$ cat src/rtl/mem_stage_if.sv
// Data-memory bus between mem_stage (master) and the memory (slave).
// The request fields are held stable from the first req cycle until ack.
interface mem_stage_if;
  logic        proc2mem_req;
  logic        proc2mem_we;
  logic [31:0] proc2mem_addr;
  logic [31:0] proc2mem_data;
  logic [3:0]  proc2mem_be;
  logic        mem2proc_ack;
  logic [31:0] mem2proc_data;

  modport master (
    output proc2mem_req, proc2mem_we, proc2mem_addr, proc2mem_data, proc2mem_be,
    input  mem2proc_ack, mem2proc_data
  );

  modport slave (
    input  proc2mem_req, proc2mem_we, proc2mem_addr, proc2mem_data, proc2mem_be,
    output mem2proc_ack, mem2proc_data
  );
endinterface

$ cat src/rtl/mem_stage.sv
// Memory-access pipeline stage: issues loads/stores over a req/ack bus,
// stalls upstream while an access is in flight, aligns and extends load data.
module mem_stage #(
  parameter int TIMEOUT_CYCLES = 64
) (
  input  logic        clk,
  input  logic        rst,
  input  logic        ex_mem_valid_inst,
  input  logic        ex_mem_rd_mem,
  input  logic        ex_mem_wr_mem,
  input  logic [31:0] ex_mem_alu_result,
  input  logic [31:0] ex_mem_regb,
  input  logic [2:0]  ex_mem_funct3,
  mem_stage_if.master bus,
  output logic        mem_stall,
  output logic        mem_valid_out,
  output logic [31:0] mem_result_out,
  output logic        mem_err_out,
  output logic [1:0]  mem_state_dbg
);

  localparam int          CW      = $clog2(TIMEOUT_CYCLES);
  localparam logic [31:0] BAD_VAL = 32'hbaadbeef;

  typedef enum logic [1:0] {
    S_IDLE = 2'd0,
    S_BUSY = 2'd1,
    S_DONE = 2'd2
  } state_t;

  state_t      r_state, w_next;
  logic        r_req, r_we;
  logic [31:0] r_addr, r_data, r_result;
  logic [3:0]  r_be;
  logic [2:0]  r_funct3;
  logic [1:0]  r_lane;
  logic [CW-1:0] r_cnt;
  logic        r_err;

  logic        w_legal, w_aligned, w_start, w_timeout;
  logic [31:0] w_st_data, w_load;
  logic [3:0]  w_st_be;
  logic [7:0]  w_byte;
  logic [15:0] w_half;

  // Decode of the incoming instruction; only the low two funct3 bits carry size.
  always_comb begin
    w_legal   = ex_mem_funct3 inside {3'b000, 3'b001, 3'b010, 3'b100, 3'b101};
    w_aligned = 1'b1;
    w_st_data = ex_mem_regb;
    w_st_be   = 4'b1111;
    case (ex_mem_funct3[1:0])
      2'b00: begin
        w_st_data = {4{ex_mem_regb[7:0]}};
        w_st_be   = 4'b0001 << ex_mem_alu_result[1:0];
      end
      2'b01: begin
        w_aligned = ~ex_mem_alu_result[0];
        w_st_data = {2{ex_mem_regb[15:0]}};
        w_st_be   = ex_mem_alu_result[1] ? 4'b1100 : 4'b0011;
      end
      2'b10:   w_aligned = (ex_mem_alu_result[1:0] == 2'b00);
      default: w_aligned = 1'b1;
    endcase
    w_start   = ex_mem_valid_inst & (ex_mem_rd_mem ^ ex_mem_wr_mem) & w_legal & w_aligned;
    w_timeout = (r_cnt == CW'(TIMEOUT_CYCLES - 1));
  end

  always_comb begin
    w_byte = bus.mem2proc_data[7:0];
    case (r_lane)
      2'd1:    w_byte = bus.mem2proc_data[15:8];
      2'd2:    w_byte = bus.mem2proc_data[23:16];
      2'd3:    w_byte = bus.mem2proc_data[31:24];
      default: w_byte = bus.mem2proc_data[7:0];
    endcase
    w_half = r_lane[1] ? bus.mem2proc_data[31:16] : bus.mem2proc_data[15:0];
    case (r_funct3)
      3'b000:  w_load = {{24{w_byte[7]}}, w_byte};
      3'b001:  w_load = {{16{w_half[15]}}, w_half};
      3'b100:  w_load = {24'b0, w_byte};
      3'b101:  w_load = {16'b0, w_half};
      default: w_load = bus.mem2proc_data;
    endcase
  end

  always_ff @(posedge clk or posedge rst) begin
    if (rst) r_state <= S_IDLE;
    else     r_state <= w_next;
  end

  always_comb begin
    w_next         = r_state;
    mem_stall      = 1'b0;
    mem_valid_out  = 1'b0;
    mem_result_out = 32'b0;
    mem_err_out    = 1'b0;
    case (r_state)
      S_IDLE: begin
        if (w_start) begin
          mem_stall = 1'b1;
          w_next    = S_BUSY;
        end else if (ex_mem_valid_inst) begin
          mem_valid_out = 1'b1;
          // Any memory op that failed the start test is malformed.
          if (ex_mem_rd_mem | ex_mem_wr_mem) begin
            mem_result_out = BAD_VAL;
            mem_err_out    = 1'b1;
          end else begin
            mem_result_out = ex_mem_alu_result;
          end
        end
      end
      S_BUSY: begin
        mem_stall = 1'b1;
        if (bus.mem2proc_ack | w_timeout) w_next = S_DONE;
      end
      S_DONE: begin
        mem_valid_out  = 1'b1;
        mem_result_out = r_result;
        mem_err_out    = r_err;
        w_next         = S_IDLE;
      end
      default: w_next = S_IDLE;
    endcase
  end

  always_ff @(posedge clk or posedge rst) begin
    if (rst) begin
      r_req    <= 1'b0;
      r_we     <= 1'b0;
      r_addr   <= 32'b0;
      r_data   <= 32'b0;
      r_be     <= 4'b0;
      r_funct3 <= 3'b0;
      r_lane   <= 2'b0;
      r_cnt    <= '0;
      r_result <= 32'b0;
      r_err    <= 1'b0;
    end else begin
      case (r_state)
        S_IDLE: if (w_start) begin
          r_req    <= 1'b1;
          r_we     <= ex_mem_wr_mem;
          r_addr   <= {ex_mem_alu_result[31:2], 2'b00};
          r_data   <= ex_mem_wr_mem ? w_st_data : 32'b0;
          r_be     <= ex_mem_wr_mem ? w_st_be : 4'b1111;
          r_funct3 <= ex_mem_funct3;
          r_lane   <= ex_mem_alu_result[1:0];
          r_cnt    <= '0;
          r_result <= 32'b0;
          r_err    <= 1'b0;
        end
        S_BUSY: begin
          if (bus.mem2proc_ack) begin
            r_req    <= 1'b0;
            r_result <= r_we ? 32'b0 : w_load;
            r_err    <= 1'b0;
          end else if (w_timeout) begin
            r_req    <= 1'b0;
            r_result <= BAD_VAL;
            r_err    <= 1'b1;
          end else begin
            r_cnt <= r_cnt + CW'(1);
          end
        end
        default: ;
      endcase
    end
  end

  assign bus.proc2mem_req  = r_req;
  assign bus.proc2mem_we   = r_we;
  assign bus.proc2mem_addr = r_addr;
  assign bus.proc2mem_data = r_data;
  assign bus.proc2mem_be   = r_be;
  assign mem_state_dbg     = r_state;

endmodule

$ cat src/flat_wrapper.sv
// flat-port wrapper written by rule: the top's interface ports become plain ports
module mem_stage_flat 
#(
  parameter int TIMEOUT_CYCLES = 64
)
  (clk, rst, ex_mem_valid_inst, ex_mem_rd_mem, ex_mem_wr_mem, ex_mem_alu_result, ex_mem_regb, ex_mem_funct3, mem_stall, mem_valid_out, mem_result_out, mem_err_out, mem_state_dbg, bus_proc2mem_req, bus_proc2mem_we, bus_proc2mem_addr, bus_proc2mem_data, bus_proc2mem_be, bus_mem2proc_ack, bus_mem2proc_data);
  mem_stage_if bus_i ();
  input  logic clk;
  input  logic rst;
  input  logic ex_mem_valid_inst;
  input  logic ex_mem_rd_mem;
  input  logic ex_mem_wr_mem;
  input  logic [31:0] ex_mem_alu_result;
  input  logic [31:0] ex_mem_regb;
  input  logic [2:0] ex_mem_funct3;
  output logic mem_stall;
  output logic mem_valid_out;
  output logic [31:0] mem_result_out;
  output logic mem_err_out;
  output logic [1:0] mem_state_dbg;
  output wire logic [$bits(bus_i.proc2mem_req)-1:0] bus_proc2mem_req;
  output wire logic [$bits(bus_i.proc2mem_we)-1:0] bus_proc2mem_we;
  output wire logic [$bits(bus_i.proc2mem_addr)-1:0] bus_proc2mem_addr;
  output wire logic [$bits(bus_i.proc2mem_data)-1:0] bus_proc2mem_data;
  output wire logic [$bits(bus_i.proc2mem_be)-1:0] bus_proc2mem_be;
  input wire logic [$bits(bus_i.mem2proc_ack)-1:0] bus_mem2proc_ack;
  input wire logic [$bits(bus_i.mem2proc_data)-1:0] bus_mem2proc_data;
  assign bus_proc2mem_req = bus_i.proc2mem_req;
  assign bus_proc2mem_we = bus_i.proc2mem_we;
  assign bus_proc2mem_addr = bus_i.proc2mem_addr;
  assign bus_proc2mem_data = bus_i.proc2mem_data;
  assign bus_proc2mem_be = bus_i.proc2mem_be;
  assign bus_i.mem2proc_ack = bus_mem2proc_ack;
  assign bus_i.mem2proc_data = bus_mem2proc_data;
  mem_stage #(.TIMEOUT_CYCLES(TIMEOUT_CYCLES)) u_core (.clk(clk), .rst(rst), .ex_mem_valid_inst(ex_mem_valid_inst), .ex_mem_rd_mem(ex_mem_rd_mem), .ex_mem_wr_mem(ex_mem_wr_mem), .ex_mem_alu_result(ex_mem_alu_result), .ex_mem_regb(ex_mem_regb), .ex_mem_funct3(ex_mem_funct3), .bus(bus_i), .mem_stall(mem_stall), .mem_valid_out(mem_valid_out), .mem_result_out(mem_result_out), .mem_err_out(mem_err_out), .mem_state_dbg(mem_state_dbg));
endmodule
$ cat config.mk
export PLATFORM = sky130hd
export DESIGN_NAME = mem_stage_flat
export DESIGN_NICKNAME = d
export VERILOG_FILES = /design/src/rtl/mem_stage_if.sv /design/src/rtl/mem_stage.sv /design/src/flat_wrapper.sv
export SDC_FILE = /design/constraint.sdc
export NUM_CORES = 1
export LEC_CHECK = 0
export CORE_MARGIN = 1
export CORE_UTILIZATION = 30
export CTS_CLUSTER_DIAMETER = 50
export DETAILED_ROUTE_END_ITERATION = 10
export SETUP_SLACK_MARGIN = 0.15
export SLEW_MARGIN = 20
export SYNTH_ARGS = -nofsm -noshare
export SYNTH_HDL_FRONTEND = slang
export SYNTH_SLANG_ARGS = --single-unit
$ cat constraint.sdc
create_clock -name clk -period 4.75 [get_ports clk]
set_input_delay 0.475 -clock clk [delete_from_list [all_inputs] [get_ports clk]]
set_output_delay 0.475 -clock clk [all_outputs]
set_load 0.03 [all_outputs]
==> results of run 1 <==
## state kept, by name, summed over array words and instances (netlist names)
signal	count
u_core.r_result	32
u_core.bus.proc2mem_we	1
u_core.bus.proc2mem_data	32
u_core.r_cnt	6
u_core.bus.proc2mem_be	4
u_core.bus.proc2mem_addr	30
u_core.bus.proc2mem_req	1
u_core.r_lane	2
u_core.r_funct3	3
u_core.r_err	1
u_core.mem_state_dbg	2
## per-stage QoR
stage / instances / cell area (um^2) / hold slack, ns
after CTS: 1113 / 9250 / 0.488
final: 1113 / 9250 / 0.482
after detailed placement: 1082 / 8630 / 0.475
after global placement: 1082 / 8630 / 0.465
after global routing: 1113 / 9250 / 0.508
after floorplan: 641 / 6310 / 0.450
## cell type report
class                           count  area [um^2]
Multi-Input combinational cell    446         3120
Clock inverter                     13          175
Tap cell                          270          338
Clock buffer                       18          439
Timing Repair Buffer              224         2220
Fill cell                        1960        11200
Inverter                           28          108
Sequential cell                   114         2850
## Yosys cell counts, types with 3 or more instances
| cell type | count |
|---|---|
| a32o_1 | 8 |
| mux2i_1 | 18 |
| dfrtp_1 | 114 |
| mux2_2 | 63 |
| nand2b_1 | 20 |
| and2_1 | 4 |
| a21oi_1 | 54 |
| ha_1 | 5 |
| nor2_1 | 55 |
| o21ai_0 | 30 |
| or3_1 | 6 |
| buf_2 | 14 |
| inv_1 | 27 |
| a22o_1 | 9 |
| o22ai_1 | 6 |
| a221o_1 | 10 |
| o2111ai_1 | 11 |
| nor3_1 | 3 |
| o221ai_1 | 29 |
| nor2b_1 | 4 |
| buf_4 | 3 |
| nand2_1 | 65 |
| o211ai_1 | 6 |
| xor2_1 | 4 |
| clkbuf_1 | 33 |
## cells by family (layout without fill, tap and decap cells)
group	count (synthesis)	in the layout	share of synthesized area
adders and majority gates	5	5	0.00992
xor gates and xnor gates	4	4	0.00556
AOI/OAI and AO/OA	184	184	0.210
buffers and inverters	81	283	0.0540
muxes	84	84	0.148
DFF	114	114	0.452
other	1	2	0.000595
and+or+nand+nor	167	167	0.119
## worst max-delay path: cells and delay by family
| kind | cells | cell delay (ns) |
|---|---|---|
| AO/OA/AOI/OAI | 3 | 1.14 |
| buffers and inverters | 3 | 1.26 |
| adder cells (fa/ha/maj) | 1 | 0.35 |
| AND/OR/NAND/NOR | 1 | 0.34 |
## power groups by stage
stage	Combinational [uW]	Sequential [uW]	Clock [uW]
after detailed placement	2010	1590	0
after global placement	2010	1580	0
final	2010	1580	1340
after global routing	2140	1620	1410
after CTS	2020	1580	1360
after floorplan	799	1940	0
## routing by layer
layer | part of all wire | up-vias | GRT usage
met5 | 0 | - | 0
met4 | 0.034 | 0 | 0.0912
met3 | 0.077 | 36 | 0.0540
met2 | 0.45 | 262 | 0.299
met1 | 0.44 | 2780 | 0.259
li1 | - | 2711 | -
## cells in the final DEF, fill, tap and decap left out, types with 5 or more instances in the layout
cell type          n
inv_1             26
o2111ai_1         11
o221ai_1          29
mux2i_1           18
dfrtp_1          114
o211ai_1           6
a32o_1             8
o22ai_1            6
nor2_1            55
nand2b_1          20
mux2_2            63
o21ai_0           30
a21oi_1           54
a22o_1             9
or3_1              6
a221o_1           10
clkdlybuf4s50_1  200
buf_4             21
clkbuf_16         17
nand2_1           65
ha_1               5
## final timing paths
path | end | slack [ns] | cells past startpoint
min reg2reg | u_core.bus.proc2mem_be[1]$_DFFE_PP0P_ | 0.48 | 1
max | mem_result_out[11] | 0.70 | 8
min | u_core.bus.proc2mem_be[1]$_DFFE_PP0P_ | 0.48 | 1
max in group asynchronous | u_core.bus.proc2mem_data[2]$_DFFE_PP0P_ | 3.26 | 3
min in group asynchronous | u_core.bus.proc2mem_addr[14]$_DFFE_PP0P_ | 0.51 | 2
max reg2reg | u_core.r_result[12]$_DFFE_PP0P_ | 2.26 | 5
==> results by group, run 1 <==
Final layout
  – Final net count: around 940
  – Share of cells above drive strength 1: 0.148
  – Area Growth Syn to Fin: 46.7%
  – Util after Layout: 0.453
  – Ant. Diodes: 0

STA
  – Final period util: 0.853
  – Final setup fails: 0
  – Actual slew at the worst max-slew pin: ~1.1 ns
  – Sum of negative setup slack: 0 ns
  – RSZ-0062 raised after global routing: false
  – Fmax: 0.247 GHz
  – Worst Slack Setup Final: about 0.7 ns
  – Final Hold Vio Count: 0
  – Slew margin rel.: 0.274
  – Final Max Slew Viols: 0
  – Minimum clock period: 4.05 ns
  – Clk_skew: about 0.008 ns

Critical path
  – Reg-to-Reg Start: u_core.mem_state_dbg[0]$_DFFE_PP0P_
  – Max FO, Critical Path: 29
  – WS Path Type: input pin to output port
  – CP endpoint kind: output port
  – CP Launch Type: input pin
  – Worst setup path start: ex_mem_funct3[1]
  – Worst path cell trace: clkdlybuf4s50_1 -> inv_1 -> ha_1 -> or2_1 -> o211ai_4 -> o221ai_1 -> a21oi_1 -> clkdlybuf4s50_1
  – CP max stage delay: approximately 0.7 ns
  – Most frequent CP cell: clkdlybuf4s50_1
  – Crit path max-delay cell type: o211ai_4
  – Worst Path Required: approximately 4.3 ns
  – CP arrival: about 3.6 ns

Global routing
  – Largest net degree at the start of global routing: 53
  – All-Layer GR Usage: 0.197
  – Overflow after GRT: 0
  – First-pass GRT wire length: approximately 32 mm
  – Vias in the first global route: approximately 5600
  – Antenna violations before repair: 0

Pwr
  – PD cells: 532 nW/um^2
  – Flop pwr share: 0.320
  – Combinational Power Share: 0.408
  – Clock power share: 0.272
  – Tot Pwr: 4920 uW
  – Worst vdd ir: between 300 and 400 uV
  – Leak pwr: between 0.003 and 0.004 uW
  – Switching pwr: roughly 1900 uW
  – Sw Share: 0.377
  – Internal: roughly 3100 uW

Clock network
  – CTS clk-pin slew, worst paths: ~0.060 ns
  – Postcts setup bufs: 0
  – Longest Clk Path Bufs: 2
  – Root Buffer: clkbuf_16
  – Post-CTS Resized: 0
  – Skew-Pair Late Insertion Delay: 0.41 ns
  – CTS tree: done
  – CTS sink count: ~110
  – Post-cts hold buffer count: 0
  – CTS H-Tree Depth: 4
  – Total CTS buffers: 17

Logic synthesis
  – Synth area leader: dfrtp_1
  – Yosys reg bits: roughly 110
  – Post-Syn Area: 6300 um^2
  – Synthesized instance count: 640
  – Unique masters post-synth: 54
  – Register area share after synthesis: 0.452
  – Predominant post-synthesis flop cell: dfrtp_1
  – Syn. warnings: 0
  – Largest cells by area after synthesis: dfrtp_1, mux2_2, a21oi_1
  – Ys async rst share: 1.00
  – Synth top area share: 0.452
  – Syn_area_per_cell: slightly below 10 um^2
  – Post-synth EDFFs: 0

Job
  – Max-cap violations: 0

Routing
  – Vias per cell: 5.20
  – Wire length per cell: between 15 and 20 um
  – Post-Route WL: roughly 21 mm
  – # DRC: 0
  – Vias: about 5800
  – Detail Route Antenna Nets: 0
  – DR iter-0 viols: 386
  – DR pass1 iterations: 5

Worst hold path
  – HP Class: flip-flop to flip-flop
  – Hold_sp: u_core.bus.proc2mem_be[1]$_DFFE_PP0P_

Floorplanning
  – Top-level I/O count: between 200 and 250
  – Die ar.: 21600 um^2
  – Core area: roughly 20000 um^2
  – DIE HEIGHT: about 150 um
  – Chip width: about 150 um
  – Initial core utilization: 0.309
  – Row count: 52

Placed design
  – Dpl ws: 0.731 ns
  – Input/output buffers: roughly 210
  – Post-detail-place hpwl: around 16 mm
  – Placer Congestion: roughly 0.88

Outcome
  – Status: completed
No activity file was read; power rests on OpenSTA's default activity.
==> inputs of run 2 (changes only) <==
--- a/config.mk
+++ b/config.mk
@@ -5,7 +5,7 @@
 export SDC_FILE = /design/constraint.sdc
 export NUM_CORES = 1
 export LEC_CHECK = 0
-export CORE_MARGIN = 1
+export CORE_MARGIN = 2
 export CORE_UTILIZATION = 30
 export CTS_CLUSTER_DIAMETER = 50
 export DETAILED_ROUTE_END_ITERATION = 10
==> results by group, run 2 (same netlist as run 1, synthesis figures left out) <==
Placed design
  – Dpl ws: 0.806 ns (was 0.731 ns)
  – Post-detail-place hpwl: 16.0 mm (was 15.6 mm)
  – Placer Congestion: 0.897 (was 0.879)
  – Dpl cell area: 8640 um^2 (was 8630 um^2)
  – Input/output buffers: 209 (unchanged)

STA
  – Fmax: 0.252 GHz (was 0.247 GHz)
  – Final setup fails: 0 (unchanged)
  – Final period util: 0.835 (was 0.853)
  – Final Max Slew Viols: 0 (unchanged)
  – Final Hold Vio Count: 0 (unchanged)
  – Actual slew at the worst max-slew pin: 1.02 ns (was 1.09 ns)
  – Clk_skew: 0.00770 ns (was 0.00788 ns)
  – Worst Slack Setup Final: 0.785 ns (was 0.699 ns)
  – RSZ-0062 raised after global routing: false (unchanged)
  – Slew margin rel.: 0.319 (was 0.274)
  – Sum of negative setup slack: 0 ns (unchanged)
  – Minimum clock period: 3.96 ns (was 4.05 ns)

Pwr
  – PD cells: 537 nW/um^2 (was 532 nW/um^2)
  – Leak pwr: 0.00375 uW (about the same)
  – Tot Pwr: 4990 uW (was 4920 uW)
  – Worst vdd ir: 287 uV (was 321 uV)

Job
  – Max-cap violations: 0 (unchanged)

Clock network
  – CTS tree: done (unchanged)
  – CTS H-Tree Depth: 4 (unchanged)
  – Post-cts hold buffer count: 0 (unchanged)
  – Post-CTS Resized: 0 (unchanged)
  – Root Buffer: clkbuf_16 (unchanged)
  – Longest Clk Path Bufs: 2 (unchanged)
  – CTS clk-pin slew, worst paths: 0.06 ns (about the same)
  – CTS sink count: 114 (unchanged)
  – Total CTS buffers: 17 (unchanged)
  – Postcts setup bufs: 0 (unchanged)
  – Skew-Pair Late Insertion Delay: 0.41 ns (about the same)

Final layout
  – Util after Layout: 0.446 (was 0.453)
  – Most common cell after layout, fill and taps aside: clkdlybuf4s50_1 (unchanged)
  – Filler cell count: 2054 (was 1960)
  – Final net count: 940 (was 941)
  – Multi-input logic area: 3120 um^2 (unchanged)
  – Commonest non-fill, non-tap cells in the layout: clkdlybuf4s50_1, dfrtp_1, nand2_1 (unchanged)
  – Ant. Diodes: 0 (unchanged)
  – Final instance area: 9290 um^2 (was 9250 um^2)
  – Register area: 2850 um^2 (unchanged)
  – Area Growth Syn to Fin: 47.3% (was 46.7%)
  – Share of cells above drive strength 1: 0.142 (was 0.148)

Worst hold path
  – WHS Path Cells: 1 (unchanged)
  – HP Class: flip-flop to flip-flop (unchanged)

Floorplanning
  – Chip width: 149 um (was 147 um)
  – Row count: 53 (was 52)
  – Initial core utilization: 0.303 (was 0.309)
  – Core area: 20800 um^2 (was 20400 um^2)
  – Die ar.: 22200 um^2 (was 21600 um^2)
  – Top-level I/O count: 212 (unchanged)
  – DIE HEIGHT: 149 um (was 147 um)

Critical path
  – CP endpoint kind: output port (unchanged)
  – Worst R2R Setup Slack: 2.26 ns (about the same)
  – Crit path to: mem_result_out[4] (was mem_result_out[11])
  – Crit path max-delay cell type: clkdlybuf4s50_1 (was o211ai_4)
  – CP arrival: 3.49 ns (was 3.58 ns)
  – RR Endpoint: u_core.r_result[12]$_DFFE_PP0P_ (unchanged)
  – Reg2reg path depth: 5 (unchanged)
  – Worst Path Required: 4.28 ns (about the same)
  – Worst path cell trace: clkdlybuf4s50_1 -> inv_1 -> ha_1 -> or2_1 -> o211ai_4 -> buf_4 -> o2111ai_1 -> a21oi_1 -> clkdlybuf4s50_1 (was clkdlybuf4s50_1 -> inv_1 -> ha_1 -> or2_1 -> o211ai_4 -> o221ai_1 -> a21oi_1 -> clkdlybuf4s50_1)
  – CP max stage delay: 0.73 ns (was 0.70 ns)
  – WS Path Type: input pin to output port (unchanged)
  – Most frequent CP cell: clkdlybuf4s50_1 (unchanged)
  – CP Launch Type: input pin (unchanged)
  – Max FO, Critical Path: 37 (was 29)
  – Reg-to-Reg Start: u_core.mem_state_dbg[0]$_DFFE_PP0P_ (unchanged)
  – Worst setup path start: ex_mem_funct3[1] (unchanged)

Routing
  – DR iter-0 viols: 387 (was 386)
  – Post-Route WL: 21.9 mm (was 21.2 mm)
  – Vias per cell: 5.23 (was 5.20)
  – DR pass1 iterations: 5 (unchanged)
  – Vias: 5846 (was 5789)
  – Detail Route Antenna Nets: 0 (unchanged)
  – Wire length per cell: 19.6 um (was 19.0 um)
  – # DRC: 0 (unchanged)

Global routing
  – Largest net degree at the start of global routing: 71 (was 53)
  – All-Layer GR Usage: 0.197 (about the same)
  – Antenna violations before repair: 0 (unchanged)
  – Vias in the first global route: 5769 (was 5581)
  – Overflow after GRT: 0 (unchanged)
  – First-pass GRT wire length: 33.8 mm (was 32.4 mm)

Outcome
  – Status: completed (unchanged)
## run 2: worst min path at each step
stage                                               endpoint  slack [ns]                                     start
floorplan                           u_core.r_err$_DFFE_PP0P_        0.45                  u_core.r_err$_DFFE_PP0P_
global placement       u_core.bus.proc2mem_be[1]$_DFFE_PP0P_        0.47     u_core.bus.proc2mem_be[1]$_DFFE_PP0P_
detailed placement     u_core.bus.proc2mem_be[1]$_DFFE_PP0P_        0.48     u_core.bus.proc2mem_be[1]$_DFFE_PP0P_
CTS                    u_core.bus.proc2mem_be[1]$_DFFE_PP0P_        0.49     u_core.bus.proc2mem_be[1]$_DFFE_PP0P_
global route        u_core.bus.proc2mem_addr[21]$_DFFE_PP0P_        0.51  u_core.bus.proc2mem_addr[21]$_DFFE_PP0P_
finish                 u_core.bus.proc2mem_be[1]$_DFFE_PP0P_        0.49     u_core.bus.proc2mem_be[1]$_DFFE_PP0P_
## run 2: power by group
group | internal (uW) | total [uW] | switching, uW
clock | 900 | 1400 | 500
combinational | 905 | 2010 | 1110
sequential | 1320 | 1570 | 257
total | 3120 | 4990 | 1870
## run 2: worst max-delay path: cells and delay by family
| kind | cells | cell delay [ns] |
|---|---|---|
| buffers and inverters | 4 | 1.72 |
| AND/OR/NAND/NOR | 1 | 0.35 |
| adder cells (fa/ha/maj) | 1 | 0.38 |
| AO/OA/AOI/OAI | 3 | 0.56 |
## run 2: area by class of cell
type                            instances  area share
Inverter                               28      0.0116
Multi-Input combinational cell        446       0.335
Clock inverter                         14      0.0218
Sequential cell                       114       0.307
Tap cell                              275      0.0371
Clock buffer                           18      0.0473
Timing Repair Buffer                  223       0.240
## run 2: metrics by stage
stage | instances | hold slack (ns)
2_1_floorplan | 641 | 0.450
3_3_place_gp | 1086 | 0.468
3_5_place_dp | 1086 | 0.475
4_1_cts | 1118 | 0.488
5_1_grt | 1118 | 0.512
6_report | 1118 | 0.486
## run 2: metal layers
layer	GRT usage	wire (um)	share of wire	up-vias
met5	0	0	0	-
met4	0.0605	481	0.022	0
met3	0.0471	1410	0.064	33
met2	0.308	10000	0.46	218
met1	0.271	9990	0.46	2877
li1	-	-	-	2718
==> inputs of run 3 (changes only) <==
==> constraint.sdc (replaced) <==
create_clock -name clk -period 3.8 [get_ports clk]
set_input_delay 0.38 -clock clk [delete_from_list [all_inputs] [get_ports clk]]
set_output_delay 0.38 -clock clk [all_outputs]
set_load 0.03 [all_outputs]
==> results by group, run 3 (same netlist as run 1, synthesis figures left out) <==
Clock network
  – Longest Clk Path Bufs: 2 (unchanged)
  – CTS clk-pin slew, worst paths: 0.05 ns (was 0.06 ns)
  – CTS H-Tree Depth: 4 (unchanged)
  – Post-cts hold buffer count: 0 (unchanged)
  – Postcts setup bufs: 0 (unchanged)
  – Total CTS buffers: 17 (unchanged)
  – Post-CTS Resized: 0 (unchanged)
  – CTS sink count: 114 (unchanged)
  – CTS tree: done (unchanged)
  – Root Buffer: clkbuf_16 (unchanged)
  – Skew-Pair Late Insertion Delay: 0.42 ns (was 0.41 ns)

STA
  – Sum of negative setup slack: 0 ns (unchanged)
  – RSZ-0062 raised after global routing: false (unchanged)
  – Final setup fails: 0 (unchanged)
  – Final period util: 0.873
  – Fmax: around 0.3 GHz
  – Final Hold Vio Count: 0 (unchanged)
  – Clk_skew: 0.0100 ns (was 0.00770 ns)
  – Actual slew at the worst max-slew pin: 0.987 ns (was 1.02 ns)
  – Final Max Slew Viols: 0 (unchanged)
  – Slew margin rel.: 0.339 (was 0.319)
  – Minimum clock period: 3.32 ns

Global routing
  – All-Layer GR Usage: 0.199 (was 0.197)
  – Overflow after GRT: 0 (unchanged)
  – Largest net degree at the start of global routing: 75 (was 71)
  – First-pass GRT wire length: 33.9 mm (was 33.8 mm)
  – Antenna violations before repair: 0 (unchanged)
  – Vias in the first global route: 5849 (was 5769)

Floorplanning
  – Chip width: 149 um (unchanged)
  – DIE HEIGHT: 149 um (unchanged)
  – Top-level I/O count: 212 (unchanged)
  – Row count: 53 (unchanged)
  – Die ar.: 22200 um^2 (unchanged)
  – Core area: 20800 um^2 (unchanged)
  – Initial core utilization: 0.303 (unchanged)

Pwr
  – Tot Pwr: 6130 uW (was 4990 uW)
  – PD cells: 664 nW/um^2 (was 537 nW/um^2)
  – Switching pwr: 2330 uW (was 1870 uW)
  – Combinational Power Share: 0.408 (was 0.404)
  – Internal: 3800 uW (was 3120 uW)
  – Flop pwr share: 0.322 (was 0.315)
  – Sw Share: 0.380 (was 0.374)
  – Clock power share: 0.270 (was 0.281)
  – Worst vdd ir: 374 uV (was 287 uV)
  – Leak pwr: 0.00381 uW (was 0.00375 uW)

Final layout
  – Register area: 2850 um^2 (unchanged)
  – Multi-input logic area: 3120 um^2 (unchanged)
  – Ant. Diodes: 0 (unchanged)
  – Most common cell after layout, fill and taps aside: clkdlybuf4s50_1 (unchanged)
  – Final net count: 945 (was 940)
  – Cell Count, Final, Fillers Out: 1122 (was 1118)
  – Commonest non-fill, non-tap cells in the layout: clkdlybuf4s50_1, dfrtp_1, nand2_1 (unchanged)
  – Filler cell count: 2041 (was 2054)
  – Area Growth Syn to Fin: 46.5% (was 47.3%)
  – Share of cells above drive strength 1: 0.183 (was 0.142)

Routing
  – DR iter-0 viols: 232 (was 387)
  – Detail Route Antenna Nets: 0 (unchanged)
  – DR pass1 iterations: 4 (was 5)
  – Wire length per cell: 19.2 um (was 19.6 um)
  – Post-Route WL: 21.5 mm (was 21.9 mm)
  – Vias per cell: 5.16 (was 5.23)
  – # DRC: 0 (unchanged)
  – Vias: 5795 (was 5846)

Critical path
  – Max FO, Critical Path: 14 (was 37)
  – WS Path Type: input pin to output port (unchanged)
  – CP endpoint kind: output port (unchanged)
  – CP arrival: 2.94 ns (was 3.49 ns)
  – CP Launch Type: input pin (unchanged)
  – Worst R2R Setup Slack: 1.58 ns (was 2.26 ns)
  – Worst Path Required: 3.42 ns (was 4.28 ns)

Placed design
  – Input/output buffers: 209 (unchanged)
  – Placer Congestion: 0.896 (was 0.897)
  – # placed instances: 1091 (was 1086)
  – Post-detail-place hpwl: 15.9 mm (was 16.0 mm)

Job
  – Max-cap violations: 0 (unchanged)

Outcome
  – Status: completed (unchanged)

Worst hold path
  – HP Class: flip-flop to flip-flop (unchanged)
-- run 3: through the flow --
stage | hold WS [ns] | cell area [um^2] | worst slack (ns) | util
after floorplan | 0.450 | 6310 | 0.404 | -
after global placement | 0.460 | 8630 | 0.533 | 0.414
after detailed placement | 0.473 | 8630 | 0.501 | 0.414
after CTS | 0.485 | 9240 | 0.489 | 0.444
after global routing | 0.498 | 9240 | 0.333 | 0.444
final | 0.486 | 9240 | 0.482 | 0.444
-- run 3: power by group through the flow --
stage	combinational (uW)	sequential, uW	clock, uW
final	2500	1970	1660
after global routing	2660	2040	1750
after floorplan	999	2420	0
after CTS	2510	1980	1700
after global placement	2490	1990	0
after detailed placement	2500	1990	0
-- run 3: worst paths after layout --
| path | startpoint | to | cells after the start |
|---|---|---|---|
| hold / removal | u_core.r_err$_DFFE_PP0P_ | u_core.r_err$_DFFE_PP0P_ | 1 |
| hold reg to reg | u_core.r_err$_DFFE_PP0P_ | u_core.r_err$_DFFE_PP0P_ | 1 |
| min in group asynchronous | rst | u_core.bus.proc2mem_addr[14]$_DFFE_PP0P_ | 2 |
| max in group asynchronous | rst | u_core.r_cnt[4]$_DFFE_PP0P_ | 3 |
| setup reg to reg | u_core.r_lane[1]$_DFFE_PP0P_ | u_core.r_result[21]$_DFFE_PP0P_ | 4 |
| setup / recovery | ex_mem_funct3[0] | mem_result_out[21] | 9 |
-- run 3: final cells by class --
type                            instances  share of cell area
Inverter                               28              0.0116
Clock inverter                         14              0.0196
Timing Repair Buffer                  228               0.239
Multi-Input combinational cell        446               0.337
Clock buffer                           17              0.0461
Sequential cell                       114               0.309
Tap cell                              275              0.0373
-- run 3: worst max-delay path: stages --
cell	delay, ns
clkdlybuf4s50_1	0.49
inv_1	0.09
ha_1	0.33
or2_1	0.31
o211ai_4	0.48
buf_4	0.30
o221ai_1	0.12
a21oi_1	0.23
buf_4	0.20
-- run 3: layer usage --
metal / wire, um / vias to the layer above / track usage
met3: 1620 / 39 / 0.0505
met2: 9820 / 243 / 0.311
met5: 0 / - / 0
met1: 9450 / 2792 / 0.262
met4: 644 / 0 / 0.0814
li1: - / 2721 / -
